File: src/rtl/vga_pkg.sv
// Shared timing defaults, channel select type and small helpers for the
// parametrised VGA controller.
package vga_pkg;

    localparam int DEF_CLK_DIV  = 2;
    localparam int DEF_H_ACTIVE = 640;
    localparam int DEF_H_FP     = 16;
    localparam int DEF_H_SYNC   = 96;
    localparam int DEF_H_BP     = 48;
    localparam int DEF_V_ACTIVE = 480;
    localparam int DEF_V_FP     = 10;
    localparam int DEF_V_SYNC   = 2;
    localparam int DEF_V_BP     = 33;

    typedef enum logic [1:0] {
        CH_R = 2'd0,
        CH_G = 2'd1,
        CH_B = 2'd2
    } canal_t;

    function automatic int h_total(input int act, input int fp, input int sy, input int bp);
        return act + fp + sy + bp;
    endfunction

    function automatic int v_total(input int act, input int fp, input int sy, input int bp);
        return act + fp + sy + bp;
    endfunction

    function automatic canal_t next_canal(input canal_t c);
        case (c)
            CH_R:    return CH_G;
            CH_G:    return CH_B;
            default: return CH_R;
        endcase
    endfunction

    // Colour channels are at most 8 bits wide; callers widen/narrow around this.
    function automatic logic [7:0] sat_step(input logic [7:0] val, input logic [7:0] top,
                                            input logic up);
        if (up)
            return (val == top) ? val : val + 8'd1;
        return (val == 8'd0) ? val : val - 8'd1;
    endfunction

endpackage

File: src/rtl/detector_flanco.sv
// Two-flop synchroniser for an asynchronous button followed by a
// single-cycle rising-edge pulse in the clk_sys domain.
module detector_flanco (
    input  logic clk_sys,
    input  logic rst_b,
    input  logic boton,
    output logic pulso
);

    logic [2:0] sh;

    always_ff @(posedge clk_sys) begin
        if (!rst_b)
            sh <= '0;
        else
            sh <= {sh[1:0], boton};
    end

    assign pulso = sh[1] & ~sh[2];

endmodule

File: src/rtl/control_vga_param.sv
// Parametrised VGA controller: pixel divider, H/V counters, sync decode,
// button-edited letter/background colours and a one-pixel output stage.
module control_vga_param
    import vga_pkg::*;
#(
    parameter int CLK_DIV  = DEF_CLK_DIV,
    parameter int H_ACTIVE = DEF_H_ACTIVE,
    parameter int H_FP     = DEF_H_FP,
    parameter int H_SYNC   = DEF_H_SYNC,
    parameter int H_BP     = DEF_H_BP,
    parameter int V_ACTIVE = DEF_V_ACTIVE,
    parameter int V_FP     = DEF_V_FP,
    parameter int V_SYNC   = DEF_V_SYNC,
    parameter int V_BP     = DEF_V_BP,
    parameter bit SYNC_POL = 1'b0,
    parameter int R_W      = 3,
    parameter int G_W      = 3,
    parameter int B_W      = 2,
    parameter int CW       = 10
) (
    input  logic           Clock,
    input  logic           reset,
    input  logic           Up,
    input  logic           Down,
    input  logic           TC,
    input  logic           Lp,
    input  logic           letra,
    output logic [CW-1:0]  PosX,
    output logic [CW-1:0]  PosY,
    output logic           pix_en,
    output logic           frame_start,
    output logic [R_W-1:0] Rojo,
    output logic [G_W-1:0] Verde,
    output logic [B_W-1:0] Azul,
    output logic           Hsinc,
    output logic           Vsinc
);

    localparam int H_TOTAL = h_total(H_ACTIVE, H_FP, H_SYNC, H_BP);
    localparam int V_TOTAL = v_total(V_ACTIVE, V_FP, V_SYNC, V_BP);
    localparam int DW      = (CLK_DIV > 1) ? $clog2(CLK_DIV) : 1;

    localparam logic [DW-1:0] DIV_LAST = DW'(CLK_DIV - 1);
    localparam logic [CW-1:0] H_LAST   = CW'(H_TOTAL - 1);
    localparam logic [CW-1:0] V_LAST   = CW'(V_TOTAL - 1);
    localparam logic [CW-1:0] H_ACT    = CW'(H_ACTIVE);
    localparam logic [CW-1:0] V_ACT    = CW'(V_ACTIVE);
    localparam logic [CW-1:0] HS_FIRST = CW'(H_ACTIVE + H_FP);
    localparam logic [CW-1:0] HS_LAST  = CW'(H_ACTIVE + H_FP + H_SYNC - 1);
    localparam logic [CW-1:0] VS_FIRST = CW'(V_ACTIVE + V_FP);
    localparam logic [CW-1:0] VS_LAST  = CW'(V_ACTIVE + V_FP + V_SYNC - 1);
    localparam logic [7:0]    R_TOP    = 8'((1 << R_W) - 1);
    localparam logic [7:0]    G_TOP    = 8'((1 << G_W) - 1);
    localparam logic [7:0]    B_TOP    = 8'((1 << B_W) - 1);

    logic [DW-1:0]  div;
    logic [CW-1:0]  h, v;
    logic           h_last, v_last;
    logic           act, hs, vs;
    logic           up_p, dn_p, tc_p;
    logic           inc, dec;
    canal_t         canal;
    logic [R_W-1:0] l_r, p_r;
    logic [G_W-1:0] l_g, p_g;
    logic [B_W-1:0] l_b, p_b;

    // With CLK_DIV == 1 div never leaves 0, so pix_en stays high.
    always_ff @(posedge Clock) begin
        if (!reset || pix_en)
            div <= '0;
        else
            div <= div + 1'b1;
    end

    assign pix_en = (div == DIV_LAST);
    assign h_last = (h == H_LAST);
    assign v_last = (v == V_LAST);

    always_ff @(posedge Clock) begin
        if (!reset) begin
            h <= '0;
            v <= '0;
        end else if (pix_en) begin
            h <= h_last ? '0 : h + 1'b1;
            if (h_last)
                v <= v_last ? '0 : v + 1'b1;
        end
    end

    assign PosX        = h;
    assign PosY        = v;
    assign frame_start = pix_en & h_last & v_last;

    assign act = (h < H_ACT) && (v < V_ACT);
    assign hs  = (h >= HS_FIRST) && (h <= HS_LAST);
    assign vs  = (v >= VS_FIRST) && (v <= VS_LAST);

    detector_flanco u_up (.clk_sys(Clock), .rst_b(reset), .boton(Up),   .pulso(up_p));
    detector_flanco u_dn (.clk_sys(Clock), .rst_b(reset), .boton(Down), .pulso(dn_p));
    detector_flanco u_tc (.clk_sys(Clock), .rst_b(reset), .boton(TC),   .pulso(tc_p));

    assign inc = up_p & ~dn_p;
    assign dec = dn_p & ~up_p;

    // The adjustment uses the channel held before a simultaneous TC advances it.
    always_ff @(posedge Clock) begin
        if (!reset) begin
            l_r   <= '1;
            l_g   <= '1;
            l_b   <= '1;
            p_r   <= '0;
            p_g   <= '0;
            p_b   <= '0;
            canal <= CH_R;
        end else begin
            if (inc || dec) begin
                unique case (canal)
                    CH_R: if (Lp) l_r <= R_W'(sat_step(8'(l_r), R_TOP, inc));
                          else    p_r <= R_W'(sat_step(8'(p_r), R_TOP, inc));
                    CH_G: if (Lp) l_g <= G_W'(sat_step(8'(l_g), G_TOP, inc));
                          else    p_g <= G_W'(sat_step(8'(p_g), G_TOP, inc));
                    CH_B: if (Lp) l_b <= B_W'(sat_step(8'(l_b), B_TOP, inc));
                          else    p_b <= B_W'(sat_step(8'(p_b), B_TOP, inc));
                    default: ;
                endcase
            end
            if (tc_p)
                canal <= next_canal(canal);
        end
    end

    // letra belongs to the coordinate being left on this pix_en, so sync and
    // colour are registered together and appear one pixel behind PosX/PosY.
    always_ff @(posedge Clock) begin
        if (!reset) begin
            Hsinc <= ~SYNC_POL;
            Vsinc <= ~SYNC_POL;
            Rojo  <= '0;
            Verde <= '0;
            Azul  <= '0;
        end else if (pix_en) begin
            Hsinc <= hs ? SYNC_POL : ~SYNC_POL;
            Vsinc <= vs ? SYNC_POL : ~SYNC_POL;
            if (!act) begin
                Rojo  <= '0;
                Verde <= '0;
                Azul  <= '0;
            end else if (letra) begin
                Rojo  <= l_r;
                Verde <= l_g;
                Azul  <= l_b;
            end else begin
                Rojo  <= p_r;
                Verde <= p_g;
                Azul  <= p_b;
            end
        end
    end

endmodule

File: config.mk
export PLATFORM = sky130hd
export DESIGN_NAME = control_vga_param
export DESIGN_NICKNAME = d
export VERILOG_FILES = /design/src/rtl/vga_pkg.sv /design/src/rtl/detector_flanco.sv /design/src/rtl/control_vga_param.sv
export SDC_FILE = /design/constraint.sdc
export NUM_CORES = 1
export LEC_CHECK = 0
export CAP_MARGIN = 20
export CORE_ASPECT_RATIO = 1.75
export CORE_MARGIN = 8
export CORE_UTILIZATION = 58
export CTS_BUF_LIST = sky130_fd_sc_hd__clkbuf_4 sky130_fd_sc_hd__clkbuf_8 sky130_fd_sc_hd__clkbuf_16
export CTS_CLUSTER_DIAMETER = 150
export DETAILED_ROUTE_END_ITERATION = 10
export PLACE_DENSITY = 0.8
export SYNTH_ARGS = -nofsm -noshare
export SYNTH_HDL_FRONTEND = slang
export SYNTH_HIERARCHICAL = 1
export SYNTH_SLANG_ARGS = --single-unit
File: constraint.sdc
create_clock -name Clock -period 6.4 [get_ports Clock]
set_clock_uncertainty 0.05 [all_clocks]
set_input_delay 0.96 -clock Clock [delete_from_list [all_inputs] [get_ports Clock]]
set_output_delay 0.96 -clock Clock [all_outputs]
set_load 0.05 [all_outputs]
Yosys cells after proc, flatten, opt, wreduce, memory -nomap -nowiden. Cells that the tools add are included. W data, S select, Z words.

Register bits: 58. Output and inout bits: 32.

Add/subtract/negate cells: 15. Magnitude comparators: 6. Equality and inequality tests: 22. Mux-type cells: 56. Bitwise gates (word level): 13. Reductions and logical operators: 20.

Operator list (number): $mux W3 (20); $reduce_and A5 Y1 (6); $mux W1 (23); $add A10 B1 Y10 const B (2); $eq A10 B10 Y1 const B (2); $mux W10 (2); $mux W2 (10); $ne A3 B3 Y1 const B (6); $add A3 B1 Y3 const B (4); $eq A3 B3 Y1 const B (4); $logic_not A3 Y1 (4); $ne A2 B2 Y1 const B (6); $sub A3 B1 Y3 const B (4); $ge A10 B10 Y1 const B (1); $ge A10 B9 Y1 const B (1); $le A10 B10 Y1 const B (1); $le A10 B9 Y1 const B (1); $lt A10 B10 Y1 const B (1); $lt A10 B9 Y1 const B (1); $and A1 B1 Y1 (7); $eq A2 B2 Y1 const B (3); $logic_not A2 Y1 (3); $not A1 Y1 (6); $add A2 B1 Y2 const B (2); other kinds (8) (12).

Depth between registers and ports, before layout. Gate-level depths: netlist of the first run.

Depth in word-level cells: 11. Gate-level depth with buffers: 11.

Cells and area by module. Netlist of the first run, hierarchy kept.

Modules (own cells, without submodules): control_vga_param (times used 1, cells an instance 293, area each 2542.4 µm², sequential area each 980.9 µm²); detector_flanco (times used 3, cells an instance 7, area each 92.6 µm², sequential area each 60.1 µm²).

Worst setup path after synthesis of the first run. OpenSTA, ideal clock, no wires.

Kind: register to output. Start point: reg h[0] (netlist: PosX[0]). End point: out frame_start. Arrival time: 2661 ps. Path slack: 2729 ps. Cell stages (with the launch flop): 7. Buffers on the path: 2. Cell sequence: dfxtp_1 -> ha_1 -> nand2_1 -> or4_4 -> buf_6 -> clkbuf_1 -> nor2_1.

Word-level cells in the longest chain between the ends: 3.

Ends and longest elaborated chain: start: declaration (RTL line control_vga_param.sv:57) `logic [CW-1:0] h, v;`; start signal: assignment (RTL line control_vga_param.sv:84) `h <= h_last ? '0 : h + 1'b1;`; $eq A10 B10 Y1 (RTL line control_vga_param.sv:76) `assign h_last = (h == H_LAST);`; $and A1 B1 Y1 (2 in series) (RTL line control_vga_param.sv:92) `assign frame_start = pix_en & h_last & v_last;`; end: declaration (RTL line control_vga_param.sv:31) `output logic frame_start,`.

Every way passes these cells.

Worst setup path in the final report of the first run. Same ends and word-level chain as after synthesis.

==> results of run 1 <==
path summary, 6_finish.rpt:
check,end,slack [ps],start,depth (start not counted)
max,frame_start,2650,PosX[0],5
min,u_dn/sh[1],380,u_dn/sh[0],1
max reg2reg,l_g[2],3990,u_up/sh[1],9
min reg2reg,u_dn/sh[1],380,u_dn/sh[0],1
state kept, by name (all words and copies together) (netlist names):
signal / flops
p_g: 3
Azul: 2
Vsinc: 1
PosX: 10
p_b: 2
u_tc/sh: 3
Rojo: 3
l_g: 3
canal: 2
PosY: 10
u_up/sh: 3
Verde: 3
pix_en: 1
l_r: 3
u_dn/sh: 3
p_r: 3
l_b: 2
Hsinc: 1
logic make-up (layout without fill, tap and decap cells):
group / Yosys count / after routing
xor gates and xnor gates: 17 / 17
AOI/OAI and AO/OA: 63 / 63
buffers and inverters: 26 / 69
adders and majority gates: 10 / 10
muxes: 9 / 9
DFF: 58 / 58
and+or+nand+nor: 131 / 131
worst reg2reg max path: stages (launching register included):
cell,delay (ps)
sky130_fd_sc_hd__dfxtp_1,320
sky130_fd_sc_hd__nor2b_4,150
sky130_fd_sc_hd__ha_1,160
sky130_fd_sc_hd__buf_4,270
sky130_fd_sc_hd__inv_1,250
sky130_fd_sc_hd__fa_1,490
sky130_fd_sc_hd__xor2_1,160
sky130_fd_sc_hd__o21ai_0,140
sky130_fd_sc_hd__o311ai_0,140
sky130_fd_sc_hd__a21o_1,180
layer usage:
layer | routed length, um | GRT usage, % | vias up
met5 | 0 | 0 | -
met4 | 197 | 10.5 | 0
met3 | 298 | 4.87 | 15
met2 | 3200 | 30.9 | 58
met1 | 2460 | 17.9 | 1135
li1 | - | - | 1202
cells in the final DEF, fill, tap and decap left out, drive strengths merged, types with 5 or more instances in the layout:
cell type      Yosys  layout
clkdlybuf4s50      0      38
a21oi             14      14
or4                6       6
xnor2             12      12
ha                 6       6
nor2              20      20
nor3               7       7
inv               13      13
nand2             29      29
mux2i              9       9
xor2               5       5
nand3             13      13
nor2b              6       6
o21ai             23      23
dfxtp             58      58
and2              16      16
nand4             11      11
clkbuf            12      14
power by group:
part / internal (uW) / switching (uW)
clock: 213 / 138
combinational: 26.6 / 40.6
sequential: 370 / 9.08
cell type report:
| type | instances | area, um2 | share of cell area [%] |
|---|---|---|---|
| clock buffers | 13 | 173 | 5.02 |
| repair buffers | 41 | 400 | 11.6 |
| multi-input cells | 230 | 1550 | 45.2 |
| well taps | 52 | 65.1 | 1.89 |
| flip-flops and latches | 58 | 1160 | 33.8 |
| inverters | 13 | 48.8 | 1.42 |
| clock inverters | 2 | 35.0 | 1.02 |
stage by stage:
step | area, um2 | setup WS (ps)
after floorplan | 2820 | 2730
after global placement | 3220 | 3060
after detailed placement | 3220 | 3010
after CTS | 3430 | 2640
after global routing | 3440 | 2490
final | 3440 | 2650
==> impl_results.rst, run 1 <==
.. list-table::
   :header-rows: 1

   * - Metric
     - Value
   * - Antenna fix cells
     - 0
   * - Number of top-level design ports
     - 39
   * - Layout cells sized above 1
     - 7.28%
   * - GP Congestion
     - 0.822
   * - Final-layout fill cell count
     - about 360
   * - Max Root-Sink Buffers
     - 2
   * - Nature of the critical path endpoint
     - primary output
   * - Area share of the leading cell type in the synthesized netlist
     - 41.2%
   * - Peak supply drop
     - roughly 0.00023 V
   * - Number of nets with antenna violations after routing
     - 0
   * - Final setup vio count
     - 0
   * - Clk pin slew, worst setup/hold paths
     - 60 ps
   * - Synthesized-area fraction occupied by adder cells
     - around 5.5%
   * - Count of cell types in the netlist
     - 52
   * - EDFF count, synth
     - 0
   * - Combinational family with the most area after synthesis
     - simple AND/OR/NAND/NOR gates
   * - Ordered list of cells on the worst path
     - ha_1 > nand2_1 > or4_4 > nor2_1 > clkdlybuf4s50_1
   * - Net count of the mapped netlist
     - 331
   * - Area Overhead vs Synth
     - 21.9%
   * - Via-per-instance ratio
     - 5.89
   * - Number of storage elements in the synthesis netlist
     - just under 60
   * - Worst Max-Slew Pin Slew
     - 944 ps
   * - Detailed-route wire length per cell
     - 15.1 um
   * - First-pass GRT wire length
     - 10.2 mm
   * - Sum of internal, switching and leakage power
     - 797 uW
   * - Total Die Area
     - 7440 um2
   * - Count of mapped cells out of synthesis
     - 314
   * - Synth cell count leaders
     - sky130_fd_sc_hd__dfxtp_1 (58), sky130_fd_sc_hd__nand2_1 (29), sky130_fd_sc_hd__o21ai_0 (22), sky130_fd_sc_hd__nor2_1 (20), sky130_fd_sc_hd__and2_1 (16)
   * - Aggregate negative setup slack
     - 0 ps
   * - Effective utilization at floorplan
     - between 60 and 70%
   * - Library cell occupying the most area in the post-synthesis netlist
     - sky130_fd_sc_hd__dfxtp_1
   * - Type of the most critical hold path
     - reg -> reg
   * - Post-synthesis average cell area
     - 8.98 um2
   * - Critical path start-end classification
     - reg -> out
   * - Cell Pwr Density
     - between 200 and 250 nW/um2
   * - Simple-gate share of the synthesized area
     - 26.8%
   * - Remaining global-route overflow
     - 0
   * - Detailed placer's ending HPWL
     - 4.57 mm
   * - Worst slack on hold paths
     - 383 ps
   * - Pins Over Slew Limit
     - 0
   * - Drt drc
     - 0
   * - Cell chosen for the clock root
     - sky130_fd_sc_hd__clkbuf_8
   * - Overall via count from detail_route
     - 2410
   * - Layout Cells excl Fill
     - 409
   * - FMAX
     - 266 MHz
   * - Area inside the core boundary
     - 4670 um2
   * - Top post-synthesis cells by area
     - sky130_fd_sc_hd__dfxtp_1 (41%), sky130_fd_sc_hd__o21ai_0 (3.9%), sky130_fd_sc_hd__nand2_1 (3.9%), sky130_fd_sc_hd__xnor2_1 (3.7%), sky130_fd_sc_hd__and2_1 (3.5%)
   * - Arrival time at the worst endpoint
     - 2740 ps
   * - Endpoint required time on the critical path
     - 5390 ps
   * - Final-report hold violation count
     - 0
   * - Horizontal die dimension
     - 68.7 um
   * - Number of buffers created by CTS
     - 9
   * - Leakage
     - 0.00122 uW
   * - Buffers added on ports
     - 38
   * - Max capacitance violation total
     - 0
   * - Largest net degree at the start of global routing
     - 33
   * - Std-Cell Rows
     - 33
   * - Yosys Warn Count
     - 6
   * - Htree depth
     - 3
   * - Number of nets at the end of the flow
     - 370
   * - Detailed-routing iteration count for the pre-antenna-repair pass
     - 4
   * - Sinks on the clock net
     - 58
   * - Placed cell count
     - 393
   * - Resized cells post-CTS
     - 0
   * - Drt initial violations
     - 155
   * - Fin crit share
     - 58.6%
   * - Status
     - finished, final reports clean
   * - Slew margin rel.
     - roughly 36%
   * - Post-detailed-routing wire length
     - 6.16 mm
   * - Multiplexer share of the synthesized area
     - 3.19%
   * - Worst setup SP type
     - flip-flop
   * - Most frequent cell after synthesis
     - sky130_fd_sc_hd__dfxtp_1
   * - Number of global-route vias before repair
     - 2291
   * - Setup repair after global routing missed its margin
     - no
   * - Quantity of hold-fixing buffers added after cts
     - 0
   * - Time the final worst path needs with I/O delays and setup
     - about 3800 ps
   * - Share of the core filled with cells
     - between 70 and 80%
   * - Main flop type after synthesis
     - sky130_fd_sc_hd__dfxtp_1
   * - Clock latency of the later-clocked register in the worst-skew pair
     - 340 ps
   * - Proportion of synthesized chip area in sequential cells
     - 41.2%
   * - Crit path buffers/inverters
     - 1
   * - Number of buffers added for setup after CTS
     - 0
   * - Die Ht
     - 108 um
   * - Crit path max-delay cell type
     - sky130_fd_sc_hd__clkdlybuf4s50_1
   * - Cell family with most CP delay
     - simple AND/OR/NAND/NOR gates
   * - Number of antenna violations at the first check in global routing
     - 0
   * - CTS tree
     - built
   * - Synthesized-area fraction occupied by ao, oa, aoi and oai cells
     - 14.3%
   * - Largest incremental delay on the critical path
     - 810 ps
   * - Post-Synth XOR/XNOR Area
     - 5.28%
   * - Post-Synthesis Cell Area
     - 2820 um2
   * - Total Routing Usage GR
     - 17.8%
   * - Async SR Flop Fraction
     - 0%
   * - Crit-path max FO
     - 21
Power figures use the tool's default switching activity.
==> run 2: changes to the inputs <==
--- a/config.mk
+++ b/config.mk
@@ -8,11 +8,11 @@
 export CAP_MARGIN = 20
 export CORE_ASPECT_RATIO = 1.75
 export CORE_MARGIN = 8
-export CORE_UTILIZATION = 58
+export CORE_UTILIZATION = 49
 export CTS_BUF_LIST = sky130_fd_sc_hd__clkbuf_4 sky130_fd_sc_hd__clkbuf_8 sky130_fd_sc_hd__clkbuf_16
 export CTS_CLUSTER_DIAMETER = 150
 export DETAILED_ROUTE_END_ITERATION = 10
-export PLACE_DENSITY = 0.8
+export PLACE_DENSITY = 0.71
 export SYNTH_ARGS = -nofsm -noshare
 export SYNTH_HDL_FRONTEND = slang
 export SYNTH_HIERARCHICAL = 1
==> constraint.sdc (replaced) <==
create_clock -name Clock -period 3.16 [get_ports Clock]
set_clock_uncertainty 0.05 [all_clocks]
set_input_delay 0.474 -clock Clock [delete_from_list [all_inputs] [get_ports Clock]]
set_output_delay 0.474 -clock Clock [all_outputs]
set_load 0.05 [all_outputs]
==> impl_results.rst, run 2 (synthesized netlist as in run 1, its figures left out) <==
.. list-table::
   :header-rows: 1

   * - Metric
     - Value
   * - Slew margin rel.
     - 42.7% (+6.4 points)
   * - Reg-to-reg critical path startpoint
     - PosX[0]
   * - Number of cells on the worst hold path
     - 1 (unchanged)
   * - Post-Place Worst Slack
     - 799 ps (-2210 ps)
   * - Minimum setup slack in the final design
     - 507 ps (-2140 ps)
   * - Final setup vio count
     - 0 (unchanged)
   * - Die Ht
     - 116 um (+7.5%)
   * - Layout Cells excl Fill
     - 433 (+5.9%)
   * - Clock latency of the later-clocked register in the worst-skew pair
     - 330 ps (about the same)
   * - Total Routing Usage GR
     - 15.5% (-2.3 points)
   * - Fin crit share
     - 84.0%
   * - First-pass GRT wire length
     - 10.3 mm (+0.81%)
   * - Quantity of hold-fixing buffers added after cts
     - 0 (unchanged)
   * - Nature of the critical path endpoint
     - primary output
   * - Resized cells post-CTS
     - 0 (unchanged)
   * - Placed cell count
     - 417 (+6.1%)
   * - Global Route met1 Usage
     - 15.5% (-2.4 points)
   * - Endpoint required time on the critical path
     - 2640 ps (-2750 ps)
   * - Effective utilization at floorplan
     - 50.5% (-10 points)
   * - Cell chosen for the clock root
     - sky130_fd_sc_hd__clkbuf_8
   * - Leading cell types in the layout, fill and taps excluded
     - sky130_fd_sc_hd__dfxtp_1 (58), sky130_fd_sc_hd__clkdlybuf4s50_1 (37), sky130_fd_sc_hd__nand2_1 (29), sky130_fd_sc_hd__o21ai_0 (22), sky130_fd_sc_hd__nor2_1 (19)
   * - Detailed-routing iteration count for the pre-antenna-repair pass
     - 4 (unchanged)
   * - Detailed placer's ending HPWL
     - 4.56 mm (-0.28%)
   * - Aggregate negative setup slack
     - 0 ps (unchanged)
   * - Largest net degree at the start of global routing
     - 30 (-9.1%)
   * - Sinks on the clock net
     - 58 (unchanged)
   * - Max Root-Sink Buffers
     - 2 (unchanged)
   * - CTS tree
     - built
   * - Number of global-route vias before repair
     - 2306 (+0.65%)
   * - Drt drc
     - 0 (unchanged)
   * - Setup repair after global routing missed its margin
     - no
   * - Remaining global-route overflow
     - 0 (unchanged)
   * - Cell Pwr Density
     - 439 nW/um2 (+89%)
   * - FMAX
     - 377 MHz
   * - Std-Cell Rows
     - 36 (+9.1%)
   * - Post-detailed-routing wire length
     - 6.08 mm (-1.4%)
   * - Buffers added on ports
     - 38 (unchanged)
   * - Htree depth
     - 3 (unchanged)
   * - Worst setup SP type
     - flip-flop
   * - Clk pin slew, worst setup/hold paths
     - 60 ps (about the same)
   * - Detailed-route wire length per cell
     - 14.0 um (-6.8%)
   * - Area inside the core boundary
     - 5590 um2 (+20%)
   * - Time the final worst path needs with I/O delays and setup
     - 2650 ps
   * - R2R Path End
     - PosY[8]
   * - Worst Max-Slew Pin Slew
     - 848 ps (-95.6 ps)
   * - Leakage
     - 0.00121 uW (-1.2%)
   * - Reg-to-reg slack, setup
     - 900 ps (-3090 ps)
   * - Final-layout fill cell count
     - 558 (+54%)
   * - Most common cell after layout, fill and taps aside
     - sky130_fd_sc_hd__dfxtp_1
   * - GP Congestion
     - 0.822 (about the same)
   * - Layout cells sized above 1
     - 7.84% (+0.56 points)
   * - Multi-input combinational cell area
     - 1560 um2 (+0.16%)
   * - Max capacitance violation total
     - 0 (unchanged)
   * - Drt initial violations
     - 100 (-35%)
   * - End of the critical path
     - frame_start
   * - Critical path start-end classification
     - reg -> out
   * - Overall via count from detail_route
     - 2400 (-0.41%)
   * - Busiest grt layer
     - met2
   * - Via-per-instance ratio
     - 5.54 (-5.9%)
   * - Total Die Area
     - 8540 um2 (+15%)
   * - Path depth of the worst reg2reg path
     - 5 (-4)
   * - Critical path launch point
     - PosX[0]
   * - Peak supply drop
     - 0.000258 V (+15%)
   * - Number of top-level design ports
     - 39 (unchanged)
   * - Status
     - finished, final reports clean
   * - Number of nets with antenna violations after routing
     - 0 (unchanged)
   * - Final-report hold violation count
     - 0 (unchanged)
   * - Crit-path max FO
     - 21 (unchanged)
   * - Register cell area after layout
     - 1160 um2 (unchanged)
   * - Met2 Resource Use GR
     - 28.3% (-2.6 points)
   * - Number of nets at the end of the flow
     - 369 (-0.27%)
   * - Arrival time at the worst endpoint
     - 2130 ps (-610 ps)
   * - Met3 usage in global routing
     - 3.70% (-1.2 points)
   * - Area Overhead vs Synth
     - 21.6%
   * - Antenna fix cells
     - 0 (unchanged)
   * - Number of buffers added for setup after CTS
     - 0 (unchanged)
   * - Horizontal die dimension
     - 73.4 um (+6.8%)
   * - Number of buffers created by CTS
     - 9 (unchanged)
   * - Pins Over Slew Limit
     - 0 (unchanged)
   * - Number of antenna violations at the first check in global routing
     - 0 (unchanged)
   * - Type of the most critical hold path
     - reg -> reg
-- run 2: worst min-delay path by stage --
stage | startpoint | slack, ps | endpoint
global placement | u_up/sh[0] | 360 | u_up/sh[1]
finish | u_tc/sh[0] | 380 | u_tc/sh[1]
global route | u_tc/sh[0] | 410 | u_tc/sh[1]
floorplan | u_dn/sh[0] | 360 | u_dn/sh[1]
detailed placement | u_tc/sh[0] | 370 | u_tc/sh[1]
CTS | u_tc/sh[0] | 390 | u_tc/sh[1]
-- run 2: power by group --
part | switching, uW | internal (uW)
registers | 17.9 | 750
clock network | 275 | 328
logic | 81.2 | 53.3
total | 374 | 1130
-- run 2: worst max-delay path, cell delays in order (launching register included) --
cell	delay (ps)
sky130_fd_sc_hd__dfxtp_1	400
sky130_fd_sc_hd__ha_1	230
sky130_fd_sc_hd__nand2_1	130
sky130_fd_sc_hd__or4_4	680
sky130_fd_sc_hd__nor2_2	140
sky130_fd_sc_hd__buf_4	200
-- run 2: per-stage QoR --
stage | hold slack, ps | power (uW) | area, um2 | utilization, %
2_1_floorplan | 362 | 874 | 2820 | -
3_3_place_gp | 365 | 918 | 3250 | 58.3
3_5_place_dp | 373 | 920 | 3250 | 58.3
4_1_cts | 387 | 1520 | 3430 | 61.4
5_1_grt | 409 | 1580 | 3430 | 61.4
6_report | 383 | 1500 | 3430 | 61.4
-- run 2: routing by layer --
layer | share of wire (%) | routed length (um) | vias up
li1 | - | - | 1200
met1 | 40 | 2430 | 1143
met2 | 53 | 3210 | 45
met3 | 4.7 | 283 | 12
met4 | 2.5 | 151 | 0
met5 | 0 | 0 | -
-- run 2: cell type report --
type	count	area share (%)
multi-input cells	230	45.4
flip-flops and latches	58	33.9
repair buffers	40	11.5
clock buffers	13	4.67
well taps	76	2.77
inverters	13	1.42
clock inverters	3	0.438
